### src/rtl/kf_pkg.sv
// Shared types and constants for the Kalman filter measurement-input stage.
package kf_pkg;

  typedef enum logic [0:0] {
    FILL    = 1'b0,
    DISCARD = 1'b1
  } mdi_asm_state_t;

  localparam int KF_MDI_DROP_CNT_W = 16;

  // Saturating increment used by the optional dropped-frame counter.
  function automatic logic [KF_MDI_DROP_CNT_W-1:0] sat_inc(
    input logic [KF_MDI_DROP_CNT_W-1:0] v
  );
    if (v == {KF_MDI_DROP_CNT_W{1'b1}}) begin
      return v;
    end else begin
      return v + KF_MDI_DROP_CNT_W'(1);
    end
  endfunction

endpackage

### src/rtl/kf_mdi_frame_fifo.sv
// Frame FIFO holding complete measurement vectors; a push into a full FIFO
// succeeds only when a pop happens in the same cycle, otherwise it is dropped.
module kf_mdi_frame_fifo #(
  parameter int VEC_W       = 384,
  parameter int FRAME_DEPTH = 2
) (
  input  logic             clk,
  input  logic             rst,
  input  logic             push_req,
  input  logic [VEC_W-1:0] push_data,
  input  logic             pop_req,
  output logic             head_valid,
  output logic [VEC_W-1:0] head_data,
  output logic             push_drop
);

  localparam int PTR_W = (FRAME_DEPTH > 1) ? $clog2(FRAME_DEPTH) : 1;
  localparam int CNT_W = PTR_W + 1;

  logic [VEC_W-1:0] mem_r [FRAME_DEPTH];
  logic [PTR_W-1:0] wr_ptr_r;
  logic [PTR_W-1:0] rd_ptr_r;
  logic [CNT_W-1:0] count_r;

  logic full_s;
  logic pop_s;
  logic push_s;

  assign full_s    = (count_r == CNT_W'(FRAME_DEPTH));
  assign pop_s     = pop_req && (count_r != {CNT_W{1'b0}});
  assign push_s    = push_req && (!full_s || pop_s);
  assign push_drop = push_req && full_s && !pop_s;

  assign head_valid = (count_r != {CNT_W{1'b0}});
  assign head_data  = mem_r[rd_ptr_r];

  // Storage, pointers and occupancy; pointers wrap naturally at the power-of-two depth.
  always_ff @(posedge clk) begin
    if (rst) begin
      wr_ptr_r <= {PTR_W{1'b0}};
      rd_ptr_r <= {PTR_W{1'b0}};
      count_r  <= {CNT_W{1'b0}};
      for (int i = 0; i < FRAME_DEPTH; i++) begin
        mem_r[i] <= {VEC_W{1'b0}};
      end
    end else begin
      if (push_s) begin
        mem_r[wr_ptr_r] <= push_data;
        wr_ptr_r        <= wr_ptr_r + PTR_W'(1);
      end
      if (pop_s) begin
        rd_ptr_r <= rd_ptr_r + PTR_W'(1);
      end
      case ({push_s, pop_s})
        2'b10:   count_r <= count_r + CNT_W'(1);
        2'b01:   count_r <= count_r - CNT_W'(1);
        default: count_r <= count_r;
      endcase
    end
  end

endmodule

### src/rtl/kf_meas_input.sv
// Measurement-data-input stage: assembles beat-serial samples into M_DIM-element
// frames and buffers them for the update stage. Optional KF_MDI_DROP_CNT_EN adds drop_cnt.
module kf_meas_input
  import kf_pkg::*;
#(
  parameter int DATA_W      = 64,
  parameter int M_DIM       = 6,
  parameter int FRAME_DEPTH = 2
) (
  input  logic                      clk,
  input  logic                      rst,
  input  logic [DATA_W-1:0]         s_data,
  input  logic                      s_valid,
  input  logic                      s_last,
  output logic                      s_ready,
  output logic                      mdi_valid,
  output logic [M_DIM*DATA_W-1:0]   mdi_vec,
  input  logic                      mdi_consume,
  output logic                      frame_err
`ifdef KF_MDI_DROP_CNT_EN
  ,
  output logic [KF_MDI_DROP_CNT_W-1:0] drop_cnt
`endif
);

  localparam int VEC_W = M_DIM * DATA_W;
  localparam int IDX_W = $clog2(M_DIM);
  localparam logic [IDX_W-1:0] LAST_IDX = IDX_W'(M_DIM - 1);

  mdi_asm_state_t    state_r;
  mdi_asm_state_t    state_nxt_s;
  logic [IDX_W-1:0]  idx_r;
  logic [IDX_W-1:0]  idx_nxt_s;
  logic [VEC_W-1:0]  stage_r;
  logic [VEC_W-1:0]  push_vec_s;
  logic              s_ready_r;
  logic              frame_err_r;
  logic              accept_s;
  logic              commit_s;
  logic              err_s;
  logic              stage_we_s;
  logic              drop_s;

  assign accept_s  = s_valid && s_ready_r;
  assign s_ready   = s_ready_r;
  assign frame_err = frame_err_r;

  // Assembler state and element index register.
  always_ff @(posedge clk) begin
    if (rst) begin
      state_r <= FILL;
      idx_r   <= {IDX_W{1'b0}};
    end else begin
      state_r <= state_nxt_s;
      idx_r   <= idx_nxt_s;
    end
  end

  // Next-state decode: a missing s_last on the final element sends the rest of the frame to DISCARD.
  always_comb begin
    state_nxt_s = state_r;
    case (state_r)
      FILL: begin
        if (accept_s && !s_last && (idx_r == LAST_IDX)) begin
          state_nxt_s = DISCARD;
        end else begin
          state_nxt_s = FILL;
        end
      end
      DISCARD: begin
        if (accept_s && s_last) begin
          state_nxt_s = FILL;
        end else begin
          state_nxt_s = DISCARD;
        end
      end
      default: state_nxt_s = FILL;
    endcase
  end

  // Per-beat actions: staging write, commit, framing error and index update.
  always_comb begin
    commit_s   = 1'b0;
    err_s      = 1'b0;
    stage_we_s = 1'b0;
    idx_nxt_s  = idx_r;
    case (state_r)
      FILL: begin
        if (accept_s) begin
          stage_we_s = 1'b1;
          if (s_last) begin
            idx_nxt_s = {IDX_W{1'b0}};
            if (idx_r == LAST_IDX) begin
              commit_s = 1'b1;
            end else begin
              err_s = 1'b1;
            end
          end else if (idx_r == LAST_IDX) begin
            err_s     = 1'b1;
            idx_nxt_s = {IDX_W{1'b0}};
          end else begin
            idx_nxt_s = idx_r + IDX_W'(1);
          end
        end else begin
          idx_nxt_s = idx_r;
        end
      end
      DISCARD: begin
        if (accept_s && s_last) begin
          idx_nxt_s = {IDX_W{1'b0}};
        end else begin
          idx_nxt_s = idx_r;
        end
      end
      default: idx_nxt_s = {IDX_W{1'b0}};
    endcase
  end

  // Stream accept and framing-error pulse registers.
  always_ff @(posedge clk) begin
    if (rst) begin
      s_ready_r   <= 1'b0;
      frame_err_r <= 1'b0;
    end else begin
      s_ready_r   <= 1'b1;
      frame_err_r <= err_s;
    end
  end

  // Staging vector, one element per accepted beat.
  always_ff @(posedge clk) begin
    if (rst) begin
      stage_r <= {VEC_W{1'b0}};
    end else if (stage_we_s) begin
      for (int i = 0; i < M_DIM; i++) begin
        if (idx_r == IDX_W'(i)) begin
          stage_r[i*DATA_W +: DATA_W] <= s_data;
        end
      end
    end else begin
      stage_r <= stage_r;
    end
  end

  // The final element arrives on the commit beat itself, so it bypasses staging.
  always_comb begin
    push_vec_s = stage_r;
    push_vec_s[(M_DIM-1)*DATA_W +: DATA_W] = s_data;
  end

  kf_mdi_frame_fifo #(
    .VEC_W       (VEC_W),
    .FRAME_DEPTH (FRAME_DEPTH)
  ) u_fifo (
    .clk        (clk),
    .rst        (rst),
    .push_req   (commit_s),
    .push_data  (push_vec_s),
    .pop_req    (mdi_consume),
    .head_valid (mdi_valid),
    .head_data  (mdi_vec),
    .push_drop  (drop_s)
  );

`ifdef KF_MDI_DROP_CNT_EN
  logic [KF_MDI_DROP_CNT_W-1:0] drop_cnt_r;

  // Saturating dropped-frame counter.
  always_ff @(posedge clk) begin
    if (rst) begin
      drop_cnt_r <= {KF_MDI_DROP_CNT_W{1'b0}};
    end else if (drop_s) begin
      drop_cnt_r <= sat_inc(drop_cnt_r);
    end else begin
      drop_cnt_r <= drop_cnt_r;
    end
  end

  assign drop_cnt = drop_cnt_r;
`else
  logic drop_unused_s;
  assign drop_unused_s = drop_s;
`endif

endmodule

### config.mk
export PLATFORM = sky130hd
export DESIGN_NAME = kf_meas_input
export DESIGN_NICKNAME = d
export VERILOG_FILES = /design/src/rtl/kf_pkg.sv /design/src/rtl/kf_mdi_frame_fifo.sv /design/src/rtl/kf_meas_input.sv
export SDC_FILE = /design/constraint.sdc
export NUM_CORES = 2
export LEC_CHECK = 0
export ABC_AREA = 1
export CAP_MARGIN = 20
export CORE_ASPECT_RATIO = 0.75
export CORE_MARGIN = 2
export CORE_UTILIZATION = 49
export CTS_BUF_LIST = sky130_fd_sc_hd__clkbuf_4 sky130_fd_sc_hd__clkbuf_8
export DETAILED_ROUTE_END_ITERATION = 10
export GPL_TIMING_DRIVEN = 0
export PLACE_DENSITY = 0.72
export SYNTH_ARGS = -nofsm -noshare
export SYNTH_HDL_FRONTEND = slang
export SYNTH_HIERARCHICAL = 1
export SYNTH_SLANG_ARGS = --single-unit
### constraint.sdc
create_clock -name clk -period 15.8 [get_ports clk]
set_clock_uncertainty 0.2 [all_clocks]
set_input_delay 2.37 -clock clk [delete_from_list [all_inputs] [get_ports clk]]
set_output_delay 2.37 -clock clk [all_outputs]
set_load 0.005 [all_outputs]
==> flow_summary.toml <==
[timing]
rsz0062_at_grt = "false"
max_freq_mhz = 169
finalSetupViolCount = 0
fin_crit_sh_pct = 37.4
slew_violations = 0
max_slew_margin_pct = 29.8
tightest_slew_ns = 1.05
finalHoldViolations = 0
layout_min_cycle_time_ns = 5.90

[routing]
routed-via-count = 32000
drc = 0
drt_iter0_markers = 3496
totalWireLength_um = 136000
drt_first_pass_iters = 6
ant_nets = 0
wire_per_inst_um = 21.7
via_per_inst = 5.11

[global_routing]
grt_max_degree = 64
gr-usage-all-layers_pct = 28.3
antenna_found_initial = 10
grt_pass1_vias = 30700
grt_pass1_wl_um = 193000
grt-ovfl-total = 0

[placed_design]
io_buffers = 455
dp_hpwl_um = 94000
gp_congestion = 0.868

[cts]
clock_sinks = 1099
cts_hold_buf = 0
clk_pin_slew_worst_paths_ns = 0.07
insertion_delay_ns = 0.85
cts_tree = "yes"
cts_resized = 0
htreeDepth = 4
cts_buffer_depth = 3
cts_made_buffers = 170
clock-root-buffer = "clkbuf_8"
postCtsSetupBuffers = 0

[outcome]
run_status = "completed"

[layout]
final_core_util_pct = 60.6
syn_to_final_growth_pct = 22.6
drive_above_1_share_pct = 18.3
final_cell_mix = "nor2_1 (1,293), edfxtp_1 (768), nand2_1 (533), inv_1 (459), clkdlybuf4s50_1 (455)"
final_common_cell = "nor2_1"
fillers = 7409
nNetsFinal = 4956

[worst_setup_path]
cp_cell_sequence = "buf_2 > buf_2 > buf_2 > mux2_2 > clkdlybuf4s50_1"
worstSetupPathType = "reg -> out"
worstPathRequired_ns = 13.23
worst_setup_path_end_kind = "output port"
cp_max_fo = 10
crit_path_top_delay_cell = "clkdlybuf4s50_1"
crit_top_cell = "buf_2"
critPathTopFamily = "buffers and inverters"
worstSetupStartpointType = "register"
critPathMaxStageDelay_ns = 0.56
critPathArrivalTime_ns = 3.33
critPathBufInv = 4

[die]
rows = 96
initial_core_util_pct = 49.5
die_area_um2 = 94700
fp.dieW_um = 355
ios = 456
chipHeight_um = 267
core_area_um2 = 91400

[logic_synthesis]
yosysWarnings = 6
syn-cell-area_um2 = 45200
synth.avg_cell_area_um2 = 10.7
syn_inst = 4243
synthesis.nets = 4315

[power_and_ir_drop]
leakage_nw = 20.5
ir_worst_vdd_uv = 67.6
power_w = 0.00610
pwr_density_cell_nw_per_um2 = 110

[job]
drv_cap = 0

[worst_hold_path]
hp-class = "reg -> reg"
flip-flops by register name, summed over array words and instances, names as in the netlist, named ones only:
register / count
stage_r: 320
state_r: 1
frame_err: 1
u_fifo/rd_ptr_r: 1
idx_r: 3
s_ready: 1
u_fifo/count_r: 2
u_fifo/mem_r: 768
u_fifo/wr_ptr_r: 1
power breakdown:
group / switching, W / internal [W]
Clock: 0.00114 / 0.00142
Combinational: 0.000223 / 0.000140
Sequential: 0.0000265 / 0.00315
path summary, 6_finish.rpt:
check                           slack [ns]         start              endpoint  cells past startpoint
worst min-delay path                  0.26  stage_r[201]          stage_r[201]                      2
worst max register to register       11.63      idx_r[0]  u_fifo/mem_r[0][145]                     12
worst min register to register        0.26  stage_r[201]          stage_r[201]                      2
worst max-delay path                  9.90      register          mdi_vec[323]                      5
worst register-to-register path, delay by kind of cell, from the launching register on:
family	cells	cell delay (ns)
buffers and inverters	7	1.71
and+or+nand+nor	4	1.27
DFF	1	0.41
adders and majority gates	1	0.14
through the flow:
| step | std cells | cell area [um^2] | worst slack [ns] | hold slack, ns | setup TNS [ns] |
|---|---|---|---|---|---|
| floorplan | 4243 | 45200 | 3.20 | 0.240 | 0 |
| global placement | 5923 | 51300 | -3.65 | 0.248 | -2749.94 |
| detailed placement | 5937 | 51700 | 9.34 | 0.252 | 0 |
| CTS | 6256 | 55400 | 9.82 | 0.263 | 0 |
| global route | 6257 | 55400 | 9.78 | 0.270 | 0 |
| finish | 6259 | 55400 | 9.90 | 0.265 | 0 |
layout make-up:
cell class,instances,area (um^2),area share (%)
tap,1225,1530,2.77
inverter,468,1760,3.17
clock inverter,40,344,0.621
clock buffer,279,3360,6.07
sequential,1099,29700,53.6
buffer,243,1400,2.52
multi-input combinational,2433,12400,22.4
antenna,3,7.51,0.0135
timing repair buffer,469,4930,8.90
metal layers:
layer	GRT usage [%]	up-vias	part of all wire [%]
li1	-	14900	-
met1	37.7	15500	42
met2	43.2	1346	44
met3	8.51	238	10
met4	11.9	18	3.8
met5	0	-	0.082
(Power assumes the default switching activity.)
